`src/rtl/inst_pkg.sv`:
```
// Shared definitions for the RV32 instruction encoder: op codes, opcode and
// funct fields, format selects, error codes and controller states.
package inst_pkg;

    typedef enum logic [3:0] {
        OP_ADD     = 4'd0,
        OP_AND     = 4'd1,
        OP_SUB     = 4'd2,
        OP_SLT     = 4'd3,
        OP_DIV     = 4'd4,
        OP_REM     = 4'd5,
        OP_SLL     = 4'd6,
        OP_SRL     = 4'd7,
        OP_SRA     = 4'd8,
        OP_ADDI    = 4'd9,
        OP_LW      = 4'd10,
        OP_SW      = 4'd11,
        OP_BEQ     = 4'd12,
        OP_JAL     = 4'd13,
        OP_JALR    = 4'd14,
        OP_ILLEGAL = 4'd15
    } op_e;

    localparam logic [6:0] OPC_R      = 7'b0110011;
    localparam logic [6:0] OPC_IMM    = 7'b0010011;
    localparam logic [6:0] OPC_LOAD   = 7'b0000011;
    localparam logic [6:0] OPC_STORE  = 7'b0100011;
    localparam logic [6:0] OPC_BRANCH = 7'b1100011;
    localparam logic [6:0] OPC_JAL    = 7'b1101111;
    localparam logic [6:0] OPC_JALR   = 7'b1100111;

    localparam logic [2:0] F3_ADD_SUB = 3'b000;
    localparam logic [2:0] F3_AND     = 3'b111;
    localparam logic [2:0] F3_SLT     = 3'b010;
    localparam logic [2:0] F3_DIV     = 3'b100;
    localparam logic [2:0] F3_REM     = 3'b110;
    localparam logic [2:0] F3_SLL     = 3'b001;
    localparam logic [2:0] F3_SR      = 3'b101;
    localparam logic [2:0] F3_WORD    = 3'b010;
    localparam logic [2:0] F3_BEQ     = 3'b000;
    localparam logic [2:0] F3_JALR    = 3'b000;

    localparam logic [6:0] F7_BASE    = 7'b0000000;
    localparam logic [6:0] F7_ALT     = 7'b0100000;
    localparam logic [6:0] F7_MULDIV  = 7'b0000001;

    // Same encoding as the core's immediate-control field.
    typedef enum logic [2:0] {
        FMT_R = 3'b000,
        FMT_I = 3'b001,
        FMT_S = 3'b010,
        FMT_B = 3'b011,
        FMT_U = 3'b100,
        FMT_J = 3'b101
    } fmt_e;

    typedef enum logic [1:0] {
        ERR_NONE       = 2'd0,
        ERR_ILLEGAL_OP = 2'd1,
        ERR_IMM_RANGE  = 2'd2,
        ERR_MISALIGN   = 2'd3
    } err_code_e;

    typedef enum logic [2:0] {
        ST_IDLE,
        ST_RUN,
        ST_DRAIN,
        ST_ERR,
        ST_DONE
    } state_e;

endpackage

```
`src/rtl/inst_fifo2.sv`:
```
// Two-entry valid/ready FIFO holding {word address, instruction}.
module inst_fifo2 #(
    parameter int             W       = 40,
    parameter logic [W-1:0]   RST_VAL = '0
) (
    input  logic         clk,
    input  logic         rst_n,
    input  logic         flush_i,
    input  logic         push_i,
    input  logic [W-1:0] data_i,
    input  logic         pop_i,
    output logic         full_o,
    output logic         empty_o,
    output logic         valid_o,
    output logic [W-1:0] data_o
);

    logic [W-1:0] mem_q [2];
    logic         wr_q, wr_d, rd_q, rd_d;
    logic [1:0]   cnt_q, cnt_d;
    logic         do_push, do_pop;

    assign full_o  = (cnt_q == 2'd2);
    assign empty_o = (cnt_q == 2'd0);
    assign valid_o = !empty_o;
    assign data_o  = mem_q[rd_q];
    assign do_push = push_i && !full_o;
    assign do_pop  = pop_i && valid_o;

    always_comb begin
        wr_d  = wr_q;
        rd_d  = rd_q;
        cnt_d = cnt_q;
        if (flush_i) begin
            wr_d  = 1'b0;
            rd_d  = 1'b0;
            cnt_d = 2'd0;
        end else begin
            if (do_push) wr_d = ~wr_q;
            if (do_pop)  rd_d = ~rd_q;
            case ({do_push, do_pop})
                2'b10:   cnt_d = cnt_q + 2'd1;
                2'b01:   cnt_d = cnt_q - 2'd1;
                default: cnt_d = cnt_q;
            endcase
        end
    end

    always_ff @(posedge clk or negedge rst_n) begin
        if (!rst_n) begin
            mem_q[0] <= RST_VAL;
            mem_q[1] <= RST_VAL;
            wr_q     <= 1'b0;
            rd_q     <= 1'b0;
            cnt_q    <= 2'd0;
        end else begin
            wr_q  <= wr_d;
            rd_q  <= rd_d;
            cnt_q <= cnt_d;
            if (do_push && !flush_i) mem_q[wr_q] <= data_i;
        end
    end

endmodule

```
`src/rtl/inst_encoder.sv`:
```
// Encodes symbolic RV32 field tuples into instruction words tagged with an
// auto-incrementing word address, buffered in a 2-entry output FIFO.
module inst_encoder #(
    parameter int ADDR_W    = 8,
    parameter int BASE_ADDR = 0,
    parameter int MAX_WORDS = 256
) (
    input  logic              clk,
    input  logic              rst_n,
    input  logic              start,
    input  logic              s_valid,
    output logic              s_ready,
    input  logic [3:0]        op,
    input  logic [4:0]        rd,
    input  logic [4:0]        rs1,
    input  logic [4:0]        rs2,
    input  logic [20:0]       imm,
    output logic              m_valid,
    input  logic              m_ready,
    output logic [31:0]       m_inst,
    output logic [ADDR_W-1:0] m_addr,
    output logic              done,
    output logic              err,
    output logic [1:0]        err_code
);
    import inst_pkg::*;

    localparam int CNT_W = $clog2(MAX_WORDS + 1);

    state_e            state_q, state_d;
    logic [ADDR_W-1:0] addr_q;
    logic [CNT_W-1:0]  words_q;
    logic              err_q;
    err_code_e         err_code_q;

    logic [6:0] opc_c, f7_c;
    logic [2:0] f3_c;
    fmt_e       fmt_c;
    logic       illegal_c;
    logic [31:0] inst_c;
    err_code_e  err_c;
    logic       fits12, fits13;
    logic       accept, push, last_push, bad_accept;
    logic       fifo_full, fifo_empty;

    always_comb begin
        opc_c     = OPC_R;
        f7_c      = F7_BASE;
        f3_c      = F3_ADD_SUB;
        fmt_c     = FMT_R;
        illegal_c = 1'b0;
        case (op_e'(op))
            OP_ADD:  ;
            OP_AND:  f3_c = F3_AND;
            OP_SUB:  f7_c = F7_ALT;
            OP_SLT:  f3_c = F3_SLT;
            OP_DIV:  begin f7_c = F7_MULDIV; f3_c = F3_DIV; end
            OP_REM:  begin f7_c = F7_MULDIV; f3_c = F3_REM; end
            OP_SLL:  f3_c = F3_SLL;
            OP_SRL:  f3_c = F3_SR;
            OP_SRA:  begin f7_c = F7_ALT; f3_c = F3_SR; end
            OP_ADDI: begin opc_c = OPC_IMM;    fmt_c = FMT_I; end
            OP_LW:   begin opc_c = OPC_LOAD;   f3_c = F3_WORD; fmt_c = FMT_I; end
            OP_SW:   begin opc_c = OPC_STORE;  f3_c = F3_WORD; fmt_c = FMT_S; end
            OP_BEQ:  begin opc_c = OPC_BRANCH; f3_c = F3_BEQ;  fmt_c = FMT_B; end
            OP_JAL:  begin opc_c = OPC_JAL;    fmt_c = FMT_J; end
            OP_JALR: begin opc_c = OPC_JALR;   f3_c = F3_JALR; fmt_c = FMT_I; end
            default: illegal_c = 1'b1;
        endcase
    end

    // An immediate fits N signed bits when everything above bit N-1 is a sign copy.
    assign fits12 = (&imm[20:11]) || !(|imm[20:11]);
    assign fits13 = (&imm[20:12]) || !(|imm[20:12]);

    always_comb begin
        inst_c = '0;
        err_c  = ERR_NONE;
        case (fmt_c)
            FMT_R: inst_c = {f7_c, rs2, rs1, f3_c, rd, opc_c};
            FMT_I: begin
                inst_c = {imm[11:0], rs1, f3_c, rd, opc_c};
                if (!fits12) err_c = ERR_IMM_RANGE;
            end
            FMT_S: begin
                inst_c = {imm[11:5], rs2, rs1, f3_c, imm[4:0], opc_c};
                if (!fits12) err_c = ERR_IMM_RANGE;
            end
            FMT_B: begin
                inst_c = {imm[12], imm[10:5], rs2, rs1, f3_c, imm[4:1], imm[11], opc_c};
                if (!fits13)     err_c = ERR_IMM_RANGE;
                else if (imm[0]) err_c = ERR_MISALIGN;
            end
            FMT_J: begin
                inst_c = {imm[20], imm[10:1], imm[11], imm[19:12], rd, opc_c};
                if (imm[0]) err_c = ERR_MISALIGN;
            end
            default: err_c = ERR_ILLEGAL_OP;
        endcase
        if (illegal_c) err_c = ERR_ILLEGAL_OP;
    end

    assign accept     = s_valid && s_ready && !start;
    assign push       = accept && (err_c == ERR_NONE);
    assign bad_accept = accept && (err_c != ERR_NONE);
    assign last_push  = push && (words_q == CNT_W'(MAX_WORDS - 1));

    always_ff @(posedge clk or negedge rst_n) begin
        if (!rst_n) state_q <= ST_IDLE;
        else        state_q <= state_d;
    end

    always_comb begin
        state_d = state_q;
        if (start) begin
            state_d = ST_RUN;
        end else begin
            case (state_q)
                ST_RUN: begin
                    if (bad_accept)     state_d = ST_ERR;
                    else if (last_push) state_d = ST_DRAIN;
                end
                ST_DRAIN: if (fifo_empty) state_d = ST_DONE;
                default:  state_d = state_q;
            endcase
        end
    end

    always_comb begin
        s_ready = (state_q == ST_RUN) && !fifo_full;
        done    = (state_q == ST_DONE);
    end

    always_ff @(posedge clk or negedge rst_n) begin
        if (!rst_n) begin
            addr_q     <= ADDR_W'(BASE_ADDR);
            words_q    <= '0;
            err_q      <= 1'b0;
            err_code_q <= ERR_NONE;
        end else if (start) begin
            addr_q     <= ADDR_W'(BASE_ADDR);
            words_q    <= '0;
            err_q      <= 1'b0;
            err_code_q <= ERR_NONE;
        end else begin
            if (push) begin
                addr_q  <= addr_q + ADDR_W'(1);
                words_q <= words_q + CNT_W'(1);
            end
            if (bad_accept) begin
                err_q      <= 1'b1;
                err_code_q <= err_c;
            end
        end
    end

    assign err      = err_q;
    assign err_code = err_code_q;

    inst_fifo2 #(
        .W       (32 + ADDR_W),
        .RST_VAL ({ADDR_W'(BASE_ADDR), 32'h0})
    ) u_fifo (
        .clk     (clk),
        .rst_n   (rst_n),
        .flush_i (start),
        .push_i  (push),
        .data_i  ({addr_q, inst_c}),
        .pop_i   (m_ready),
        .full_o  (fifo_full),
        .empty_o (fifo_empty),
        .valid_o (m_valid),
        .data_o  ({m_addr, m_inst})
    );

endmodule

```
`config.mk`:
```
export PLATFORM = sky130hd
export DESIGN_NAME = inst_encoder
export DESIGN_NICKNAME = d
export VERILOG_FILES = /design/src/rtl/inst_pkg.sv /design/src/rtl/inst_fifo2.sv /design/src/rtl/inst_encoder.sv
export SDC_FILE = /design/constraint.sdc
export NUM_CORES = 1
export LEC_CHECK = 0
export ABC_AREA = 1
export CAP_MARGIN = 25
export CORE_MARGIN = 2
export CORE_UTILIZATION = 45
export CTS_CLUSTER_DIAMETER = 40
export CTS_CLUSTER_SIZE = 14
export DETAILED_ROUTE_END_ITERATION = 12
export PLACE_DENSITY = 0.69
export SYNTH_ARGS = -nofsm -noshare
export SYNTH_HDL_FRONTEND = slang
export SYNTH_SLANG_ARGS = --single-unit
```
`constraint.sdc`:
```
create_clock -name clk -period 3.6 [get_ports clk]
set_clock_uncertainty 0.05 [all_clocks]
set_input_delay 0.54 -clock clk [delete_from_list [all_inputs] [get_ports clk]]
set_output_delay 0.54 -clock clk [all_outputs]
set_load 0.02 [all_outputs]
```
; After elaboration in Yosys (flattened, before gate mapping)
; Index checks and enable logic that the tools add are counted.
[word_totals]
regBits = 107
in_bits = 45
elab_cells = 123
[op_classes]
add_sub_neg = 4
order_cmp = 3
eq_ne = 27
muxes = 35
n_bitwise = 4
n_reduce_logical = 40
[ops]
columns = op, count
row1 = $mux W40, 4
row2 = $pmux W32 S5, 1
row3 = $bwmux W80, 1
row4 = $pmux W7 S6, 1
row5 = $demux W40 S1, 1
row6 = $eq A4 B4 Y1 const B, 7
row7 = $mux W9, 2
row8 = $pmux W3 S6, 1
row9 = $eq A4 B3 Y1 const B, 4
row10 = $mux W8, 2
row11 = $reduce_or A15 Y1, 1
row12 = $mux W2, 7
row13 = $mux W3, 4
row14 = $pmux W3 S4, 1
row15 = $pmux W6 S2, 1
row16 = $logic_and A1 B1 Y1, 10
row17 = $reduce_and A10 Y1, 1
row18 = $reduce_bool A2 Y1, 5
row19 = $reduce_or A10 Y1, 1
row20 = $add A9 B1 Y9 const B, 1
row21 = $eq A3 B2 Y1 const B, 3
row22 = $eq A9 B8 Y1 const B, 1
row23 = $reduce_and A9 Y1, 1
row24 = $reduce_or A9 Y1, 1
row25 = 28 further kinds, 51

; Logic depth before layout (Yosys ltp)
; Gate-level depths: netlist of the first run.
[logic_depth]
ltp_word = 14
mapped_depth = 18

; By module
; Synthesis of the first run repeated with hierarchy kept, for this count alone.
[hier_totals]
cells_unflattened = 738
hier_area_um2 = 5734.2
[modules_own_cells]
columns = module, instances, cells_per_inst, area_per_inst_um2
row1 = inst_fifo2, 1, 463, 3902.5
row2 = inst_encoder, 1, 275, 1831.8

; Least setup slack after synthesis of the first run
; Ideal clock, no wire load.
[synth_timing]
path_kind = input to register
start = input op[3]
end = register u_fifo.mem_q[60] (netlist name)
setup_ns = 0.131
arrival_ns = 1.969
required_ns = 3.419
path_slack_ns = 1.450
stages = 15
n_path_buf = 3
cell_sequence = buf_2 -> nand2_2 -> clkinv_1 -> nand3_1 -> nand2_2 -> nor2_4 -> nor2_2 -> nor2_4 -> nand2_2 -> nor2_4 -> nand3_2 -> buf_2 -> buf_6 -> nand2_1 -> o21ai_1
[synth_via]
elab_chain_len = 11
elab_cells_between_ends = 32
[synth_lines]
columns = element, line_no
row1 = start: declaration, inst_encoder.sv:13  ; input logic [3:0] op,
row2 = $eq A4 B4 Y1, inst_encoder.sv:52  ; case (op_e'(op))
row3 = $reduce_or A3 Y1 (no source line), n/a
row4 = $pmux W3 S4, inst_encoder.sv:52
row5 = $eq A3 B2 Y1 / $eq A3 B1 Y1 (equally long branches), inst_encoder.sv:79  ; case (fmt_c)
row6 = $reduce_or A2 Y1 (no source line), n/a
row7 = $pmux W2 S4, inst_encoder.sv:79
row8 = $mux W2, inst_encoder.sv:100  ; if (illegal_c) err_c = ERR_ILLEGAL_OP;
row9 = $logic_not A2 Y1, inst_encoder.sv:104  ; assign push = accept && (err_c == ERR_NONE);
row10 = $logic_and A1 B1 Y1, inst_encoder.sv:104
row11 = $logic_and A1 B1 Y1, inst_fifo2.sv:27  ; assign do_push = push_i && !full_o;
row12 = $logic_and A1 B1 Y1, inst_fifo2.sv:60  ; if (do_push && !flush_i) mem_q[wr_q] <= data_i;
row13 = end signal: indexed assignment, inst_fifo2.sv:60
row14 = end: declaration, inst_fifo2.sv:18  ; logic [W-1:0] mem_q [2];
; Several ways; a longest one is shown, not always the timed one.
; A chain may end at the register's enable or synchronous reset.

; Final worst setup path of the first run
[layout_timing]
start = input op[3]
end = register u_fifo.mem_q[27] (netlist name)
; Same word-level chain as after synthesis.

==> summary.md, run 1 <==
| Metric | Value |
|---|---|
| Post-Syn Area | 0.00539 mm² |
| Port Buf Inserts | 90 |
| Fraction of the mapped netlist area in adder cells | 0.00696 |
| Crit end category | register |
| Gpl congestion | 0.945 |
| DR pass1 iterations | 5 |
| Starting Density | 0.466 |
| # diodes | 0 |
| CTS Buffer Depth | 2 |
| Combinational share of power | 0.350 |
| Nets@finish | 833 |
| Post-CTS resize count | 0 |
| Ranking of synthesized cells by area | dfrtp_1 49%, nand2_1 20%, o21ai_1 5.7%, inv_1 4.3%, o21ai_0 3.2% |
| CP required | 3.81 ns |
| Ys Warns | 0 |
| Final min period | 2.93 ns |
| Kind of critical path | input pin to register |
| Final ANT Viol Nets | 0 |
| Maximum VDD drop | 0.000319 V |
| HP Class | input pin to asynchronous set/reset pin |
| Largest fanout on the critical path | 20 |
| Startpoint Class | input pin |
| Via count | 4,689 |
| Sw frac | 0.346 |
| Number of max-cap violations | 0 |
| Filler-free cell count of the finished design | 933 |
| CTS buffer count | 9 |
| Synth area leader | dfrtp_1 |
| Fmax | 341 MHz |
| Die area | 0.0129 mm² |
| Syn_nets | 754 |
| Pins Over Slew Limit | 0 |
| Final hold vios | 0 |
| Synth Area in XOR/XNOR | 0.0146 |
| CTS H-tree lvls | 3 |
| Worst slew pin tran | 0.666 ns |
| Fin Setup TNS | 0 ns |
| Core area | 0.0116 mm² |
| Setup Fix Bufs, Post-CTS | 0 |
| Die X | 113 µm |
| Chip height | 113 µm |
| # IOs | 91 |
| Synth cell types | 34 |
| PwrDens | 582 mW/mm² |
| Synth Area in Simple Gates | 0.274 |
| Hpwl dp | 9390 µm |
| Sink Count | 105 |
| Share of cells above drive strength 1 | 0.0810 |
| DRC Markers | 0 |
| Leak pwr | 0.00324 µW |
| Row count | 39 |
| Largest net degree at the start of global routing | 55 |
| Mapped Avg Cell Area | 7.64 µm² |
| Post-Syn Instances | 706 |
| Global-route wire length before repair | 21,900 µm |
| RR Startpoint | state_q[1] |
| Vias per inst | 5.03 |
| Compound-Gate Fraction of Synth Area | 0.127 |
| Synth top area share | 0.487 |
| Rel. slew slack | 0.556 |
| Cts-stage hold buffer count | 0 |
| Total track usage | 0.211 |
| CP Launch Point | op[3] |
| Switch Pwr | 1350 µW |
| Status | finished, final reports clean |
| Routed wire length | 13,100 µm |
| Final Util | 0.580 |
| Post-synthesis sequential element count | 105 |
| Clock-pin transition on the worst setup and hold timing paths | 0.07 ns |
| WL/cell | 14.1 µm |
| Vias in the first global route | 4,467 |
| Reg power frac | 0.406 |
| Layout fillers | 1,041 |
| Final worst path period share | 0.814 |
| WHS | 0.168 ns |
| Int Power | 2560 µW |
| TritonCTS clock tree | yes |
| Mux cell area share after synthesis | 0.00835 |
| Seq/Total Area, Yosys | 0.487 |
| Clock share of power | 0.244 |
| Largest family of logic cells by synthesized area | simple AND/OR/NAND/NOR gates |
| Final setup vio count | 0 |
| R2r worst-path depth | 8 |
| Initial antenna violation count | 0 |
| Clk root buf | clkbuf_16 |
| Worst EP arrival | 3.14 ns |
| Unrepaired setup endpoints after global routing | no |
| DRT iter0 DRCs | 344 |
| Inst Count DP | 917 |
| Layout area overhead | 24.4% |
| Skew-Pair Late Insertion Delay | 0.35 ns |
| Global route overflow | 0 |
## Yosys cell counts
cell	instances
dfrtp_1	105
inv_1	62
a22oi_1	1
nand4_1	8
nand2_1	288
o21ai_0	35
mux2_2	4
nor2_2	3
o21ai_1	61
clkbuf_1	19
buf_4	3
a221oi_1	4
o221ai_1	1
xnor2_1	2
o22ai_1	4
o21bai_1	1
inv_2	7
nor3_2	1
nand3b_1	2
buf_2	7
nor2_4	3
a21oi_1	7
o31ai_2	7
ha_1	3
nor2_1	28
clkinv_1	1
xor2_1	7
nand2_2	10
nand3_1	10
nand3_2	1
buf_6	4
nor3_1	5
nor4_1	1
nand2_4	1
## cell usage in the layout, fill, tap and decap left out, types with 2 or more instances in the layout
cell / count
nand2_2: 10
buf_12: 3
xor2_1: 7
dfrtp_1: 105
nor2_2: 3
nor2_1: 28
o21ai_0: 35
nand3_1: 10
o21ai_1: 61
nor3_1: 5
a21oi_1: 7
a221oi_1: 4
xnor2_1: 2
clkbuf_8: 3
inv_2: 7
nand3b_1: 2
buf_4: 9
clkbuf_16: 9
nor2_4: 3
inv_1: 62
ha_1: 3
nand2_1: 288
mux2_2: 4
clkdlybuf4s50_1: 89
o31ai_2: 7
o22ai_1: 4
nand4_1: 8
## logic make-up after synthesis
logic type                 after synthesis
muxes                                    4
adders and majority gates                3
DFF                                    105
buffers and inverters                  103
AOI/OAI and AO/OA                      121
xor gates and xnor gates                 9
and+or+nand+nor                        361
## per-layer routing
metal,up-vias,global-route usage,part of all wire
met5,-,0,0
met4,0,0.0602,0.015
met3,15,0.0308,0.036
met2,86,0.345,0.48
met1,2192,0.297,0.47
li1,2396,-,-
## state kept, by name, summed over array words and instances (netlist names)
name	count
u_fifo.cnt_q	2
err_code	2
state_q	3
words_q	9
u_fifo.mem_q	78
addr_q	8
err	1
u_fifo.rd_q	1
u_fifo.wr_q	1
## through the flow
step	cell area [µm²]	worst slack, ns	total power (µW)
CTS	6710	0.705	3940
global placement	6410	0.526	2940
floorplan	5390	1.45	2380
detailed placement	6410	0.353	2980
finish	6710	0.670	3910
global route	6710	0.434	4160
## area by class of cell
type / count / area [µm²] / area share
Clock buffer: 13 / 270 / 0.0403
Clock inverter: 3 / 21.3 / 0.00317
Inverter: 70 / 263 / 0.0392
Multi-Input combinational cell: 498 / 2330 / 0.347
Sequential cell: 105 / 2630 / 0.392
Tap cell: 143 / 179 / 0.0267
Timing Repair Buffer: 101 / 1020 / 0.152
## power by group through the flow
stage	clock, µW	sequential, µW	combinational [µW]
after global placement	0	1590	1350
final	953	1580	1370
after floorplan	0	1570	810
after detailed placement	0	1600	1380
after global routing	1030	1620	1510
after CTS	971	1580	1380
## worst max-delay path, cell delays in order
cell	delay (ns)
clkdlybuf4s50_1	0.55
nand2_2	0.18
nor2_2	0.12
inv_2	0.12
o22ai_1	0.08
a21oi_1	0.27
nand2_2	0.13
nor2_4	0.29
nand2_2	0.34
buf_4	0.31
o21ai_0	0.19
## path summary, 6_finish.rpt
check | to | slack [ns]
worst max-delay path | u_fifo.mem_q[27] | 0.67
worst min register to register | u_fifo.mem_q[41] | 0.41
min in group clk | u_fifo.mem_q[41] | 0.41
worst min-delay path | state_q[1] | 0.17
max in group asynchronous | u_fifo.mem_q[72] | 2.41
worst max register to register | u_fifo.mem_q[27] | 1.12
Note: power is estimated with default switching activity, not from simulation.
==> run 2, diff against run 1 <==
Settings changed: PLACE_DENSITY 0.69 to 0.72.
Clock period 3.6 ns to 2.5 ns, I/O delays scaled along.
==> run 2 against run 1 <==
Net effect:
- via count is 2.7% higher
- first-iteration DRC count is 4.9% lower
- flip-flop and latch count stayed put
- critical endpoint is now m_addr[5]
- critical path depth is 6 lower
- utilization is 1.8 points higher
- global-route usage is 0.26 points lower
- sequential power is 44% higher
- worst setup slack worse by 0.56 ns
- total power is 45% higher
- count of clock-buffer cells in the layout is 4 lower
- die area stayed put
- critical path type is now register to output pin
- clock power is 41% higher
==> summary.md, run 2 (synthesis results as in run 1) <==
| Metric | Value |
|---|---|
| Final hold vios | 0 (unchanged) |
| Regs by FF count | u_fifo.mem_q x78, words_q x9, addr_q x8 |
| PnR Total Power | 5650 µW (+45%) |
| Kind of critical path | register to output pin |
| Sink Count | 105 (unchanged) |
| Reg-to-reg endpoint | u_fifo.mem_q[62] |
| Cts-stage hold buffer count | 0 (unchanged) |
| Final worst path period share | 0.957 |
| Via count | 4,816 (+2.7%) |
| Pins Over Slew Limit | 0 (unchanged) |
| Clk root buf | clkbuf_16 |
| Share of cells above drive strength 1 | 0.110 (+0.0294) |
| Routed met2 length | 6260 µm (-0.60%) |
| Layout area overhead | 28.3% |
| Global route overflow | 0 (unchanged) |
| Total track usage | 0.209 (-0.00262) |
| Crit-path max cell delay | 0.60 ns (+0.05 ns) |
| Critical path cell sequence | inv_1, buf_4, nand2_1, nand2_1, clkdlybuf4s50_1 |
| Port Buf Inserts | 90 (unchanged) |
| Core area | 0.0116 mm² (unchanged) |
| Skew-Pair Late Insertion Delay | 0.35 ns (about the same) |
| Die area | 0.0129 mm² (unchanged) |
| Setup Fix Bufs, Post-CTS | 0 (unchanged) |
| R2r worst-path depth | 9 (+1) |
| Placed Area | 0.00664 mm² (+3.5%) |
| WHS | 0.0312 ns (-0.136 ns) |
| Fmax | 418 MHz |
| Post-CTS resize count | 0 (unchanged) |
| Max FFs per register | 78 (unchanged) |
| Critical Path End | m_addr[5] |
| Leak pwr | 0.00337 µW (+4.0%) |
| Nets@finish | 858 (+3.0%) |
| Most used cell, CP | nand2_1 |
| Chip height | 113 µm (unchanged) |
| Startpoint Class | register |
| Number of max-cap violations | 0 (unchanged) |
| Vias per inst | 5.03 (about the same) |
| Rel. slew slack | 0.489 (-0.0672) |
| HP Class | input pin to asynchronous set/reset pin |
| Layout fillers | 1,034 (-0.67%) |
| Worst slew pin tran | 0.767 ns (+0.101 ns) |
| Largest Register | u_fifo.mem_q |
| Row count | 39 (unchanged) |
| CP required | 2.08 ns (-1.73 ns) |
| Hpwl dp | 9210 µm (-1.9%) |
| RR Startpoint | state_q[1] |
| Largest net degree at the start of global routing | 60 (+9.1%) |
| CTS Buffer Depth | 2 (unchanged) |
| CTS buffer count | 9 (unchanged) |
| Global-route wire length before repair | 21,800 µm (-0.44%) |
| PwrDens | 817 mW/mm² (+40%) |
| WL/cell | 13.5 µm (-4.1%) |
| CTS H-tree lvls | 3 (unchanged) |
| DRT iter0 DRCs | 327 (-4.9%) |
| Initial antenna violation count | 0 (unchanged) |
| Final Util | 0.598 (+0.0184) |
| Gpl congestion | 0.871 (-7.9%) |
| Final setup vio count | 0 (unchanged) |
| CP Launch Point | u_fifo.rd_q |
| # diodes | 0 (unchanged) |
| Unrepaired setup endpoints after global routing | no |
| Worst EP arrival | 1.97 ns (-1.17 ns) |
| Largest fanout on the critical path | 9 (-55%) |
| TritonCTS clock tree | yes |
| Maximum VDD drop | 0.000524 V (+64%) |
| Setup slack, reg-to-reg | 0.38 ns (-0.74 ns) |
| Vias in the first global route | 4,578 (+2.5%) |
| Status | finished, final reports clean |
| Highest metal used | met4 |
| WL met3 | 539 µm (+15%) |
| Most frequent cells in the layout | 288 x nand2_1, 105 x dfrtp_1, 89 x clkdlybuf4s50_1 |
| Clock-pin transition on the worst setup and hold timing paths | 0.07 ns (about the same) |
| Commonest non-fill, non-tap cell in the layout | nand2_1 |
| # IOs | 91 (unchanged) |
| Slowest cell on crit path | clkdlybuf4s50_1 |
| Starting Density | 0.466 (unchanged) |
| Die X | 113 µm (unchanged) |
| Routed wire length | 12,900 µm (-1.5%) |
| DRC Markers | 0 (unchanged) |
| Metal1 wirelength | 5980 µm (-3.0%) |
| Final min period | 2.39 ns |
| Final instance area | 0.00692 mm² (+3.2%) |
| Final ANT Viol Nets | 0 (unchanged) |
| Crit end category | output pin |
| DR pass1 iterations | 5 (unchanged) |
-- run 2: cell count changes in the layout (fill, tap and decap cells not counted), sizes merged --
cell and delta:
inv +2, clkbuf -4, clkinv +1, clkinvlp +1
buf +25
-- run 2: final cells by class --
cell class | instances | area [µm²] | area share
sequential | 105 | 2630 | 0.380
multi-input combinational | 498 | 2330 | 0.336
timing repair buffer | 126 | 1240 | 0.180
inverter | 70 | 263 | 0.0380
clock buffer | 9 | 225 | 0.0325
tap | 143 | 179 | 0.0259
clock inverter | 7 | 53.8 | 0.00778
-- run 2: worst min-delay path by stage --
stage	start	to
after floorplan	rst_n	addr_q[0]
after global placement	u_fifo.mem_q[41]	u_fifo.mem_q[41]
after detailed placement	u_fifo.mem_q[41]	u_fifo.mem_q[41]
after CTS	rst_n	state_q[2]
after global routing	rst_n	state_q[2]
final	rst_n	state_q[2]
-- run 2: through the flow --
stage                     worst slack, ns  setup TNS, ns  cells
after floorplan                     0.515              0    706
after global placement            -0.0427        -0.0792    942
after detailed placement          -0.0839          -3.55    942
after CTS                          0.0745              0    958
after global routing              0.00599              0    958
final                               0.106              0    958
-- run 2: worst max-delay path: cells and delay by family, from the launching register on --
family	cells	cell delay [ns]
buf+inv	3	1.07
simple gates	2	0.15
flops	1	0.39
-- run 2: power breakdown --
group	switching, µW	total (µW)	internal [µW]
logic	1130	2030	897
clock network	657	1340	687
registers	218	2280	2070
-- run 2: metal layers --
metal | track usage | vias up
li1 | - | 2450
met1 | 0.292 | 2224
met2 | 0.344 | 132
met3 | 0.0308 | 10
met4 | 0.0545 | 0
met5 | 0 | -
==> run 3, diff against run 2 <==
Settings changed: CTS_CLUSTER_DIAMETER 40 to 60, PLACE_DENSITY 0.72 to 0.69.
Clock period 2.5 ns to 2.6 ns, I/O delays scaled along.
==> run 3 against run 2 <==
Net effect:
- hold slack worse by 0.014 ns
- flip-flop and latch count did not move
- clock power rose by 7%
- count of clock-buffer cells in the layout grew 3
- sequential share of layout area grew 0.10 points
- combinational power down 5%
- die area unchanged
- total power down 1.9%
- final cell count shrank 0.73%
- register-to-register slack gained 0.20 ns
- largest cell class unchanged
==> summary.md, run 3 (synthesis results as in run 1) <==
| Metric | Value |
|---|---|
| CTS H-tree lvls | 3 (unchanged) |
| # diodes | 0 (unchanged) |
| Skew-Pair Late Insertion Delay | 0.34 ns (about the same) |
| Nets@finish | 851 (-0.82%) |
| Vias per inst | 5.00 (-0.46%) |
| Die X | 113 µm (unchanged) |
| Port Buf Inserts | 90 (unchanged) |
| Largest fanout on the critical path | 20 (+11) |
| Row count | 39 (unchanged) |
| Filler-free cell count of the finished design | 951 (-0.73%) |
| Critical path cell sequence | inv_1, buf_4, nand2_1, nand2_1, clkdlybuf4s50_1 |
| Layout fillers | 1,019 (-1.5%) |
| Hpwl dp | 9450 µm (+2.6%) |
| Final min period | 2.39 ns |
| Unrepaired setup endpoints after global routing | no |
| Total track usage | 0.218 (+0.00974) |
| Final setup vio count | 0 (unchanged) |
| Top delay family on crit path | buffers and inverters |
| Inst Count DP | 935 (-0.74%) |
| Most frequent cells in the layout | 288 x nand2_1, 105 x dfrtp_1, 89 x clkdlybuf4s50_1 |
| Switch Pwr | 1880 µW (-6.3%) |
| Kind of critical path | register to output pin |
| Leak pwr | 0.00336 µW (-0.39%) |
| Int Power | 3670 µW (+0.54%) |
| PwrDens | 804 mW/mm² (-1.6%) |
| Setup slack, reg-to-reg | 0.58 ns (+0.20 ns) |
| Final hold vios | 0 (unchanged) |
| Commonest non-fill, non-tap cell in the layout | nand2_1 |
| Global route overflow | 0 (unchanged) |
| Initial antenna violation count | 0 (unchanged) |
| CTS Buffer Depth | 2 (unchanged) |
| Die area | 0.0129 mm² (unchanged) |
| Reg power frac | 0.397 (-0.007) |
| Vias in the first global route | 4,843 (+5.8%) |
| Chip height | 113 µm (unchanged) |
| Largest Register | u_fifo.mem_q |
| DRT iter0 DRCs | 322 (-1.5%) |
| HP Class | input pin to asynchronous set/reset pin |
| Starting Density | 0.466 (unchanged) |
| Final worst path period share | 0.920 |
| Sw frac | 0.339 (-0.0158) |
| Most used cell, CP | nand2_1 |
| Combinational share of power | 0.346 (-0.012) |
| Pins Over Slew Limit | 0 (unchanged) |
| Regs by FF count | u_fifo.mem_q x78, words_q x9, addr_q x8 |
| Setup Fix Bufs, Post-CTS | 0 (unchanged) |
| Rel. slew slack | 0.545 (+0.0563) |
| Status | finished, final reports clean |
| Via count | 4,759 (-1.2%) |
| Post-CTS resize count | 0 (unchanged) |
| Crit end category | output pin |
| Worst EP arrival | 1.95 ns (-0.02 ns) |
| DR pass1 iterations | 5 (unchanged) |
| Global-route wire length before repair | 22,700 µm (+3.9%) |
| Sink Count | 105 (unchanged) |
| Clock share of power | 0.258 (+0.020) |
| Startpoint Class | register |
| Fin Setup TNS | 0 ns (unchanged) |
| TritonCTS clock tree | yes |
| Worst path buffer plus inverter count | 3 (unchanged) |
| Core area | 0.0116 mm² (unchanged) |
| Final ANT Viol Nets | 0 (unchanged) |
| Slowest cell on crit path | clkdlybuf4s50_1 |
| Largest net degree at the start of global routing | 63 (+5.0%) |
| Max FFs per register | 78 (unchanged) |
| Cts-stage hold buffer count | 0 (unchanged) |
| Clk root buf | clkbuf_16 |
| CTS buffer count | 9 (unchanged) |
| Fmax | 418 MHz |
| Number of max-cap violations | 0 (unchanged) |
| Gpl congestion | 0.883 (+1.4%) |
| DRC Markers | 0 (unchanged) |
| Share of cells above drive strength 1 | 0.103 (-0.00771) |
| Worst slew pin tran | 0.682 ns (-0.0845 ns) |
| WL/cell | 13.7 µm (+1.4%) |
| Routed wire length | 13,000 µm (+0.67%) |
| Layout area overhead | 28.0% |
| # IOs | 91 (unchanged) |
| Clock-pin transition on the worst setup and hold timing paths | 0.07 ns (about the same) |
| CP required | 2.16 ns (+0.08 ns) |
| Crit-path max cell delay | 0.62 ns (+0.02 ns) |
| Maximum VDD drop | 0.000392 V (-25%) |
[run 3: changes by cell type in the layout (fill, tap and decap cells not counted), moves of 2 or more]
cell | before | now
buf_4 | 31 | 25
clkbuf_8 | 0 | 3
clkinv_2 | 2 | 0
clkinv_4 | 0 | 2
clkinvlp_4 | 2 | 0
inv_6 | 2 | 0
[run 3: power groups by stage]
stage               sequential [µW]  clock, µW  combinational, µW
floorplan                      2180          0               1120
global placement               2210          0               1890
detailed placement             2220          0               1930
CTS                            2200       1470               1940
global route                   2250       1530               2130
finish                         2200       1430               1920
[run 3: per-stage QoR]
step | power, µW | hold slack (ns) | setup WS [ns] | utilization | area (µm²)
after floorplan | 3300 | 0.0444 | 0.600 | - | 5390
after global placement | 4100 | 0.382 | 0.104 | 0.569 | 6580
after detailed placement | 4150 | 0.409 | 0.0178 | 0.569 | 6580
after CTS | 5600 | 0.0496 | 0.198 | 0.597 | 6900
after global routing | 5910 | 0.0798 | 0.108 | 0.597 | 6900
final | 5550 | 0.0172 | 0.208 | 0.597 | 6900
[run 3: cell type report]
type,instances,area [µm²],area share
repair buffers,119,1180,0.171
flip-flops and latches,105,2630,0.381
well taps,143,179,0.0259
clock inverters,4,58.8,0.00852
inverters,70,263,0.0381
clock buffers,12,267,0.0386
multi-input cells,498,2330,0.337
[run 3: layer usage]
metal	vias to the layer above	global-route usage	wire (µm)
met3	17	0.0335	421
met4	0	0.0715	200
met1	2226	0.295	6000
met5	-	0	0
met2	92	0.364	6400
li1	2424	-	-
[run 3: worst paths after layout]
| check | start | endpoint | depth (start not counted) |
|---|---|---|---|
| hold / removal | rst_n | state_q[1] | 1 |
| setup reg to reg | state_q[1] | u_fifo.mem_q[48] | 9 |
| max in group asynchronous | rst_n | u_fifo.mem_q[22] | 2 |
| min in group clk | u_fifo.mem_q[1] | u_fifo.mem_q[1] | 2 |
| hold reg to reg | u_fifo.mem_q[1] | u_fifo.mem_q[1] | 2 |
| setup / recovery | u_fifo.rd_q | m_inst[7] | 5 |
